`config.mk`:
```
export PLATFORM = sky130hd
export DESIGN_NAME = alu_share_ctrl
export DESIGN_NICKNAME = d
export VERILOG_FILES = /design/src/rtl/alu_share_ctrl.sv
export SDC_FILE = /design/constraint.sdc
export NUM_CORES = 1
export LEC_CHECK = 0
export CAP_MARGIN = 20
export CORE_MARGIN = 1
export CORE_UTILIZATION = 52
export DETAILED_ROUTE_END_ITERATION = 6
export GPL_TIMING_DRIVEN = 0
export PLACE_DENSITY_LB_ADDON = 0.3
export SETUP_SLACK_MARGIN = 0.4
export SLEW_MARGIN = 20
export SYNTH_ARGS = -nofsm -noshare
export SYNTH_HDL_FRONTEND = slang
export SYNTH_SLANG_ARGS = --single-unit
```
`constraint.sdc`:
```
create_clock -name clk -period 5.4 [get_ports clk]
set_clock_uncertainty 0.1 [all_clocks]
set_input_delay 1.08 -clock clk [delete_from_list [all_inputs] [get_ports clk]]
set_output_delay 1.08 -clock clk [all_outputs]
set_load 0.01 [all_outputs]
```
`src/rtl/alu_share_ctrl.sv`:
```
// alu_share_ctrl: round-robin sharing of one ALU between two valid/ready
// requesters, with registered operands, registered result and a debug
// completion counter.

// Combinational N-bit ALU: add / or / sub / xor, carry and borrow dropped.
module alu #(
   parameter int unsigned N = 4
) (
   input  logic [1:0]   op,
   input  logic [N-1:0] a,
   input  logic [N-1:0] b,
   output logic [N-1:0] y
);

   // Opcode decode; results wrap modulo 2^N.
   always_comb begin
      y = '0;
      unique case (op)
         2'b00: y = a + b;
         2'b01: y = a | b;
         2'b10: y = a - b;
         2'b11: y = a ^ b;
         default: y = '0;
      endcase
   end

endmodule

module alu_share_ctrl #(
   parameter int unsigned N = 4
) (
   input  logic         clk,
   input  logic         rst,
   input  logic         req0_valid,
   input  logic [N-1:0] req0_a,
   input  logic [N-1:0] req0_b,
   input  logic [1:0]   req0_op,
   output logic         req0_ready,
   input  logic         req1_valid,
   input  logic [N-1:0] req1_a,
   input  logic [N-1:0] req1_b,
   input  logic [1:0]   req1_op,
   output logic         req1_ready,
   output logic         rsp_valid,
   output logic         rsp_id,
   output logic [N-1:0] rsp_result,
   input  logic         rsp_ready,
   output logic [7:0]   op_count
);

   localparam int unsigned CNT_W = 8;

   typedef enum logic [1:0] {
      IDLE = 2'd0,
      EXEC = 2'd1,
      RESP = 2'd2
   } state_t;

   state_t         state;
   state_t         next_state;
   logic           prio;
   logic           grant0;
   logic           grant1;
   logic           accept;
   logic           capture;
   logic           retire;
   logic [N-1:0]   lat_a;
   logic [N-1:0]   lat_b;
   logic [1:0]     lat_op;
   logic           lat_id;
   logic [N-1:0]   alu_y;
   logic [CNT_W-1:0] cnt;

   assign op_count = cnt;

   // Single shared ALU, always fed from the latched operands.
   alu #(.N(N)) u_alu (
      .op (lat_op),
      .a  (lat_a),
      .b  (lat_b),
      .y  (alu_y)
   );

   // State register.
   always_ff @(posedge clk or posedge rst) begin
      if (rst) state <= IDLE;
      else     state <= next_state;
   end

   // Arbitration, next state and combinational readys; prio only breaks ties.
   always_comb begin
      next_state = state;
      req0_ready = 1'b0;
      req1_ready = 1'b0;
      accept     = 1'b0;
      capture    = 1'b0;
      retire     = 1'b0;
      grant1     = req1_valid && (!req0_valid || prio);
      grant0     = req0_valid && !grant1;
      unique case (state)
         IDLE: begin
            req0_ready = grant0;
            req1_ready = grant1;
            if (grant0 || grant1) begin
               accept     = 1'b1;
               next_state = EXEC;
            end
         end
         EXEC: begin
            capture    = 1'b1;
            next_state = RESP;
         end
         RESP: begin
            if (rsp_valid && rsp_ready) begin
               retire     = 1'b1;
               next_state = IDLE;
            end
         end
         default: next_state = IDLE;
      endcase
   end

   // Operand latch, result capture, response retire and completion count.
   always_ff @(posedge clk or posedge rst) begin
      if (rst) begin
         prio       <= 1'b0;
         lat_a      <= '0;
         lat_b      <= '0;
         lat_op     <= '0;
         lat_id     <= 1'b0;
         rsp_valid  <= 1'b0;
         rsp_id     <= 1'b0;
         rsp_result <= '0;
         cnt        <= '0;
      end else begin
         if (accept) begin
            lat_a  <= grant1 ? req1_a  : req0_a;
            lat_b  <= grant1 ? req1_b  : req0_b;
            lat_op <= grant1 ? req1_op : req0_op;
            lat_id <= grant1;
            prio   <= ~grant1;
         end
         if (capture) begin
            rsp_result <= alu_y;
            rsp_id     <= lat_id;
            rsp_valid  <= 1'b1;
         end
         if (retire) begin
            rsp_valid <= 1'b0;
            cnt       <= cnt + CNT_W'(1);
         end
      end
   end

endmodule

```
==> results of run 1 <==
-- cells in the mapped netlist (4+ instances only) --
library cell / n
ha_1: 9
dfrtp_1: 28
inv_1: 16
xnor2_1: 6
mux2i_1: 6
nor2_1: 5
nand2_1: 15
o21ai_0: 10
xor2_1: 4
a21o_1: 8
a22o_1: 6
-- placed cells by master, fill, tap and decap left out, drive strengths merged, types with 4 or more instances in the layout --
cell           Yosys  layout
clkbuf             2       5
nor2               5       5
inv               16      16
ha                 9       9
xnor2              6       6
dfrtp             28      28
a22o               6       6
o21ai             12      12
xor2               4       4
nand2             15      15
mux2i              6       6
a21o               8       8
clkdlybuf4s50      0      40
-- flip-flops by register name (all words and copies together) (netlist names) --
signal / cells
state: 2
lat_a: 4
rsp_result: 4
rsp_id: 1
lat_b: 4
lat_id: 1
rsp_valid: 1
lat_op: 2
op_count: 8
prio: 1
-- per-layer routing --
layer  share of wire [%]  routed length (um)  vias to the layer above
li1                    -                   -                      605
met1                  39                1450                      647
met2                  54                1970                       35
met3                 4.2                 155                       12
met4                 2.7                 100                        0
met5                   0                   0                        -
-- worst min-delay path by stage --
stage	to	cells past startpoint	slack, ns
floorplan	lat_id	1	0.35
global placement	op_count[7]	1	0.36
detailed placement	op_count[7]	1	0.36
CTS	op_count[7]	1	0.39
global route	op_count[7]	1	0.42
finish	op_count[7]	1	0.38
-- area by class of cell --
cell class	instances	area share [%]
multi-input cells	102	38.4
repair buffers	40	19.3
plain buffers	4	1.15
clock inverters	1	1.45
flip-flops and latches	28	33.8
well taps	31	1.87
clock buffers	3	1.09
inverters	16	2.90
-- per-stage QoR --
| stage | area [um^2] | std cells | hold slack (ns) | util, % | total power, mW |
|---|---|---|---|---|---|
| floorplan | 1580 | 150 | 0.346 | - | 0.840 |
| global placement | 2020 | 221 | 0.357 | 71.9 | 1.01 |
| detailed placement | 2020 | 221 | 0.365 | 71.9 | 1.06 |
| CTS | 2070 | 225 | 0.388 | 73.8 | 1.21 |
| global route | 2070 | 225 | 0.420 | 73.8 | 1.31 |
| finish | 2070 | 225 | 0.381 | 73.8 | 1.20 |
-- kinds of logic after synthesis --
logic type,share of synthesized area (%)
compound gates,18.4
fa+ha+maj,8.40
mux,5.23
flops,44.4
xor+xnor,5.55
simple gates,12.8
buf+inv,5.31
-- power by group --
part | leakage (nW) | internal (mW) | total, mW | switching, mW
Sequential | 0.350 | 0.298 | 0.394 | 0.0968
Combinational | 0.619 | 0.339 | 0.671 | 0.332
Clock | 0.0279 | 0.0750 | 0.139 | 0.0635
-- critical path: cells and delay by family --
kind	cells	cell delay (ns)
buf+inv	2	1.19
compound gates	1	0.24
simple gates	1	0.50
==> out/summary.log, run 1 <==
[synth] sequential area share after synthesis 44.4%
[global_routing] met3 demand-to-capacity share in global routing 5.44%
[floorplanning] ports placed on the boundary 41
[sta] final critical-path required period 4.20 ns
[sta] Max Clock Freq 0.238 GHz
[floorplanning] horizontal die dimension 57.1 um
[setup_path] start point of the critical path req1_valid
[synth] count of flip-flops with a built-in enable after synthesis 0
[placement] Final GP Congestion 0.826
[floorplanning] Core ar. 0.00281 mm^2
[synth] distinct cell type count after synthesis 36
[setup_path] critical path peak fanout 8
[route] Residual DRC 0
[global_routing] GRT busiest layer met2
[power_and_ir_drop] leakage dissipation 0.996 nW
[floorplanning] initial core utilization 56.3%
[synth] synthesized netlist net count 185
[worst_hold_path] critical hold path startpoint op_count[7]
[sta] Final TNS setup 0 ns
[route] count of TritonRoute iterations in the first routing pass 6
[route] total via count in the routed design 1299
[global_routing] global-route track usage on met2 45.5%
[sta] setup repair after global routing missed its margin false
[synth] fraction of registers with async set/reset 100%
[synth] cell area after synthesis 0.00158 mm^2
[cts] number of gates given a new drive strength after cts 0
[setup_path] end point of the critical path req1_ready
[power_and_ir_drop] Power Density 582 mW/mm^2
[cts] Clk Tree Root Cell clkbuf_4
[setup_path] Worst Path Class, Setup primary input to output pin
[sta] fin crit share 77.9%
[cts] H-tree lvl count 1
[synth] Synthesis Warnings 0
[synth] average cell area after synthesis 10.5 um^2
[floorplanning] number of standard-cell rows in the floorplan 19
[cts] count of hold-fix buffers inserted at cts 0
[setup_path] reg-to-reg critical path startpoint lat_b[0]
[global_routing] initial antenna violation count 0
[setup_path] capture instance of the worst register-to-register path rsp_result[3]
[power_and_ir_drop] largest voltage drop on the vdd net 0.322 mV
[cts] maximum clock insertion buffer count 2
[placement] Final HPWL DP 2.79 mm
[route] iteration-0 DRC count of the detailed router 55
[floorplanning] die boundary height 57.1 um
[placement] number of buffers added on ports 40
[synth] Post-synth top flop dfrtp_1
[setup_path] crit-path max cell delay 0.64 ns
[sta] transition at the pin with the smallest max-transition slack 0.655 ns
[route] final WL 3.68 mm
[setup_path] startpoint types primary input
[cts] total CTS buffers 3
[setup_path] CP max stage cell clkdlybuf4s50_1
[worst_hold_path] HP Class flip-flop to flip-flop
[global_routing] met1 global-route usage 28.6%
[run_status] status complete, no violations
[cts] latest clock arrival within the worst-skew pair 0.33 ns
[sta] final number of hold-violating endpoints 0
[final_layout] share of cells above drive strength 1 7.22%
[global_routing] maximum number of pins on one net before global-route repair 29
[setup_path] cell-by-cell trace of the critical path clkdlybuf4s50_1, o21ai_1, nor3_2, clkdlybuf4s50_1
[setup_path] arrival time worst endpoint 3.02 ns
[final_layout] multi-input gate area in the final layout 795 um^2
[synth] Synth Instances 150
[route] average detailed-routed wire length per instance 16.3 um
[synth] dominant cells by area after synthesis dfrtp_1, ha_1, mux2i_1
[global_routing] total global routing overflow 0
[cts] CTS tree done
[synth] fraction of synthesized cell area taken by the top area cell type 44.4%
[floorplanning] Die Area 0.00326 mm^2
[global_routing] wire length of the first global-routing pass 6.19 mm
[final_layout] number of antenna cells inserted 0
[setup_path] most numerous cell on the critical path clkdlybuf4s50_1
[sta] relative slew slack 56.1%
[cts] CTS clk-pin slew, worst paths 0.16 ns
[setup_path] Worst R2R Setup Slack 3.02 ns
[global_routing] vias in the first global route 1364
[final_layout] area taken by flip-flops and latches 701 um^2
[setup_path] length in cells of the worst reg-to-reg path 9
[setup_path] Crit path required time 4.22 ns
[run] Max-Cap Viols 0
[setup_path] Setup crit end kind output pin
[synth] total of flip-flops plus latches after synthesis 28
[sta] total of endpoints with negative setup slack in the final report 0
[synth] Synth area leader dfrtp_1
[route] Via density 5.77
[sta] final critical-path setup slack 1.20 ns
[sta] Final Max Tran Viols 0
[final_layout] layout filler cell count 219
[cts] sink count of the clock tree 28
[route] remaining antenna violation count 0
[final_layout] # nets final 230
[final_layout] synth-to-layout area growth 31.1%
[cts] setup bufs post-CTS 0
[placement] setup slack after placement 1.19 ns
[global_routing] Global Route Usage Sum 25.2%
Power figures use the tool's default switching activity.
==> run 2: changes to the inputs <==
- CORE_UTILIZATION: 52 -> 44
- clock period: 5.4 -> 3.5 ns (I/O delays scaled with it)
==> run 2 against run 1 <==
  * Cell area is 0.66% higher
  * Die area is 18% higher
  * Count of clock-buffer cells in the layout stayed put
  * Wire length is 7.7% lower
  * Combinational power is 55% higher
  * Worst hold slack better by 0.0014 ns
  * Setup slack worse by 0.70 ns
==> out/summary.log, run 2 (same netlist as run 1, synthesis figures left out) <==
[cts] sink count of the clock tree 28 [unchanged]
[final_layout] layout filler cell count 294 [was 219]
[sta] relative slew slack 54.3% [was 56.1%]
[sta] final critical-path setup slack 0.499 ns [was 1.20 ns]
[floorplanning] initial core utilization 46.6% [was 56.3%]
[sta] fin crit share 85.8%
[power_and_ir_drop] switching power 742 uW [was 492 uW]
[global_routing] initial antenna violation count 0 [unchanged]
[route] average detailed-routed wire length per instance 14.1 um [was 16.3 um]
[power_and_ir_drop] portion of total power attributed to sequential cells 34.4% [was 32.8%]
[route] Via density 5.12 [was 5.77]
[setup_path] Worst Path Class, Setup primary input to output pin [unchanged]
[floorplanning] Die Area 0.00383 mm^2 [was 0.00326 mm^2]
[cts] maximum clock insertion buffer count 2 [unchanged]
[setup_path] Setup crit end kind output pin [unchanged]
[floorplanning] Core ar. 0.00339 mm^2 [was 0.00281 mm^2]
[worst_hold_path] HP Class flip-flop to flip-flop [unchanged]
[run_status] status complete, no violations [unchanged]
[setup_path] critical path peak fanout 5 [was 8]
[cts] Clk Tree Root Cell clkbuf_4 [unchanged]
[global_routing] total global routing overflow 0 [unchanged]
[sta] Max Clock Freq 0.333 GHz
[global_routing] wire length of the first global-routing pass 5.64 mm [was 6.19 mm]
[placement] number of buffers added on ports 40 [unchanged]
[route] count of TritonRoute iterations in the first routing pass 4 [was 6]
[sta] setup repair after global routing missed its margin false [unchanged]
[global_routing] vias in the first global route 1274 [was 1364]
[setup_path] most numerous cell on the critical path clkdlybuf4s50_1 [unchanged]
[power_and_ir_drop] proportion of power drawn by combinational gates 58.4% [was 55.7%]
[final_layout] most common library cell in the layout ignoring fill and taps clkdlybuf4s50_1 [unchanged]
[final_layout] synth-to-layout area growth 32.0% [was 31.1%]
[sta] final critical-path required period 3.00 ns
[route] total via count in the routed design 1235 [was 1299]
[setup_path] Crit path required time 2.70 ns [was 4.22 ns]
[sta] final number of hold-violating endpoints 0 [unchanged]
[global_routing] Global Route Usage Sum 20.2% [was 25.2%]
[route] iteration-0 DRC count of the detailed router 30 [was 55]
[final_layout] flip-flop count of the largest register after layout 8 [unchanged]
[final_layout] fin util 61.5% [was 73.8%]
[floorplanning] number of standard-cell rows in the floorplan 21 [was 19]
[setup_path] crit-path max cell delay 0.56 ns [was 0.64 ns]
[setup_path] CP max stage cell clkdlybuf4s50_1 [unchanged]
[final_layout] share of cells above drive strength 1 8.21% [was 7.22%]
[setup_path] arrival time worst endpoint 2.20 ns [was 3.02 ns]
[floorplanning] horizontal die dimension 61.9 um [was 57.1 um]
[setup_path] startpoint types primary input [unchanged]
[cts] CTS clk-pin slew, worst paths 0.14 ns [was 0.16 ns]
[final_layout] number of cells in the finished layout apart from fillers 241 [was 225]
[sta] Final Max Tran Viols 0 [unchanged]
[cts] total CTS buffers 3 [unchanged]
[placement] Final HPWL DP 2.60 mm [was 2.79 mm]
[power_and_ir_drop] leakage dissipation 0.995 nW [was 0.996 nW]
[run] Max-Cap Viols 0 [unchanged]
[sta] total of endpoints with negative setup slack in the final report 0 [unchanged]
[power_and_ir_drop] Power Density 853 mW/mm^2 [was 582 mW/mm^2]
[setup_path] cell-by-cell trace of the critical path clkdlybuf4s50_1, o21ai_2, nor3_4, clkdlybuf4s50_1 [was clkdlybuf4s50_1, o21ai_1, nor3_2, clkdlybuf4s50_1]
[placement] setup slack after placement 0.0286 ns [was 1.19 ns]
[setup_path] Worst R2R Setup Slack 1.18 ns [was 3.02 ns]
[floorplanning] ports placed on the boundary 41 [unchanged]
[power_and_ir_drop] portion of total power attributed to the clock network 7.2% [was 11.5%]
[power_and_ir_drop] largest voltage drop on the vdd net 0.426 mV [was 0.322 mV]
[route] remaining antenna violation count 0 [unchanged]
[power_and_ir_drop] sw frac 41.8% [was 40.9%]
[cts] H-tree lvl count 1 [unchanged]
[route] Residual DRC 0 [unchanged]
[final_layout] leading cell types in the layout, fill and taps excluded clkdlybuf4s50_1, dfrtp_1, nand2_1, inv_1, o21ai_0 [unchanged]
[placement] total placed cells including tap cells 236 [was 221]
[route] final WL 3.40 mm [was 3.68 mm]
[placement] Final GP Congestion 0.831 [was 0.826]
[power_and_ir_drop] cell internal power dissipation 1.03 mW [was 712 uW]
[final_layout] design area 0.00208 mm^2 [was 0.00207 mm^2]
[cts] CTS tree done [unchanged]
[cts] latest clock arrival within the worst-skew pair 0.31 ns [was 0.33 ns]
[placement] area after detailed placement 0.00204 mm^2 [was 0.00202 mm^2]
[sta] transition at the pin with the smallest max-transition slack 0.681 ns [was 0.655 ns]
[global_routing] maximum number of pins on one net before global-route repair 29 [unchanged]
[sta] Final TNS setup 0 ns [unchanged]
[cts] count of hold-fix buffers inserted at cts 0 [unchanged]
[final_layout] number of antenna cells inserted 0 [unchanged]
[final_layout] # nets final 232 [was 230]
[floorplanning] die boundary height 61.9 um [was 57.1 um]
[run 2: changes by cell type in the layout (fill, tap and decap cells not counted)]
cell,delta
buf_4,+2
bufinv_16,-1
nor3_2,-1
nor3_4,+1
o21ai_1,-1
o21ai_2,+1
[run 2: per-stage QoR]
step | total power [mW] | hold WS [ns]
floorplan | 1.30 | 0.346
global placement | 1.57 | 0.357
detailed placement | 1.64 | 0.368
CTS | 1.79 | 0.386
global route | 1.94 | 0.410
finish | 1.78 | 0.382
[run 2: layout make-up]
| type | instances | area (um^2) | share of cell area, % |
|---|---|---|---|
| Clock buffer | 3 | 22.5 | 1.08 |
| Sequential cell | 28 | 701 | 33.6 |
| Inverter | 16 | 60.1 | 2.88 |
| Timing Repair Buffer | 42 | 415 | 19.9 |
| Multi-Input combinational cell | 102 | 805 | 38.6 |
| Tap cell | 46 | 57.6 | 2.76 |
| Buffer | 4 | 23.8 | 1.14 |
[run 2: power groups by stage]
stage	clock [mW]	combinational [mW]	sequential, mW
floorplan	0	0.693	0.603
global placement	0	0.969	0.600
detailed placement	0	1.03	0.614
CTS	0.133	1.05	0.611
global route	0.147	1.17	0.629
finish	0.128	1.04	0.612
[run 2: worst paths after layout]
kind                        startpoint            end  cells after the start
hold reg to reg            op_count[7]    op_count[7]                      1
min in group asynchronous          rst  rsp_result[3]                      2
setup reg to reg              lat_b[0]  rsp_result[3]                      9
max in group asynchronous          rst       lat_b[2]                      2
hold / removal             op_count[7]    op_count[7]                      1
setup / recovery            req1_valid     req1_ready                      4
[run 2: worst max-delay path: cells and delay by family]
family / cells / cell delay (ns)
buffers and inverters: 2 / 1.12
AO/OA/AOI/OAI: 1 / 0.17
AND/OR/NAND/NOR: 1 / 0.21
[run 2: what timing repair did]
item                                    4_1_cts  5_1_grt
resized for setup                             1        1
setup buffers                                 2        0
endpoints found under the setup margin        2        1
pin swaps                                     2        0
hold endpoints to repair                      0        0
[run 2: per-layer routing]
layer	global-route usage (%)	share of wire (%)	vias to the layer above	wire [um]
li1	-	-	609	-
met1	24.5	43	601	1480
met2	37.0	52	21	1780
met3	3.31	3.3	4	112
met4	5.40	0.82	0	28
met5	0	0	-	0
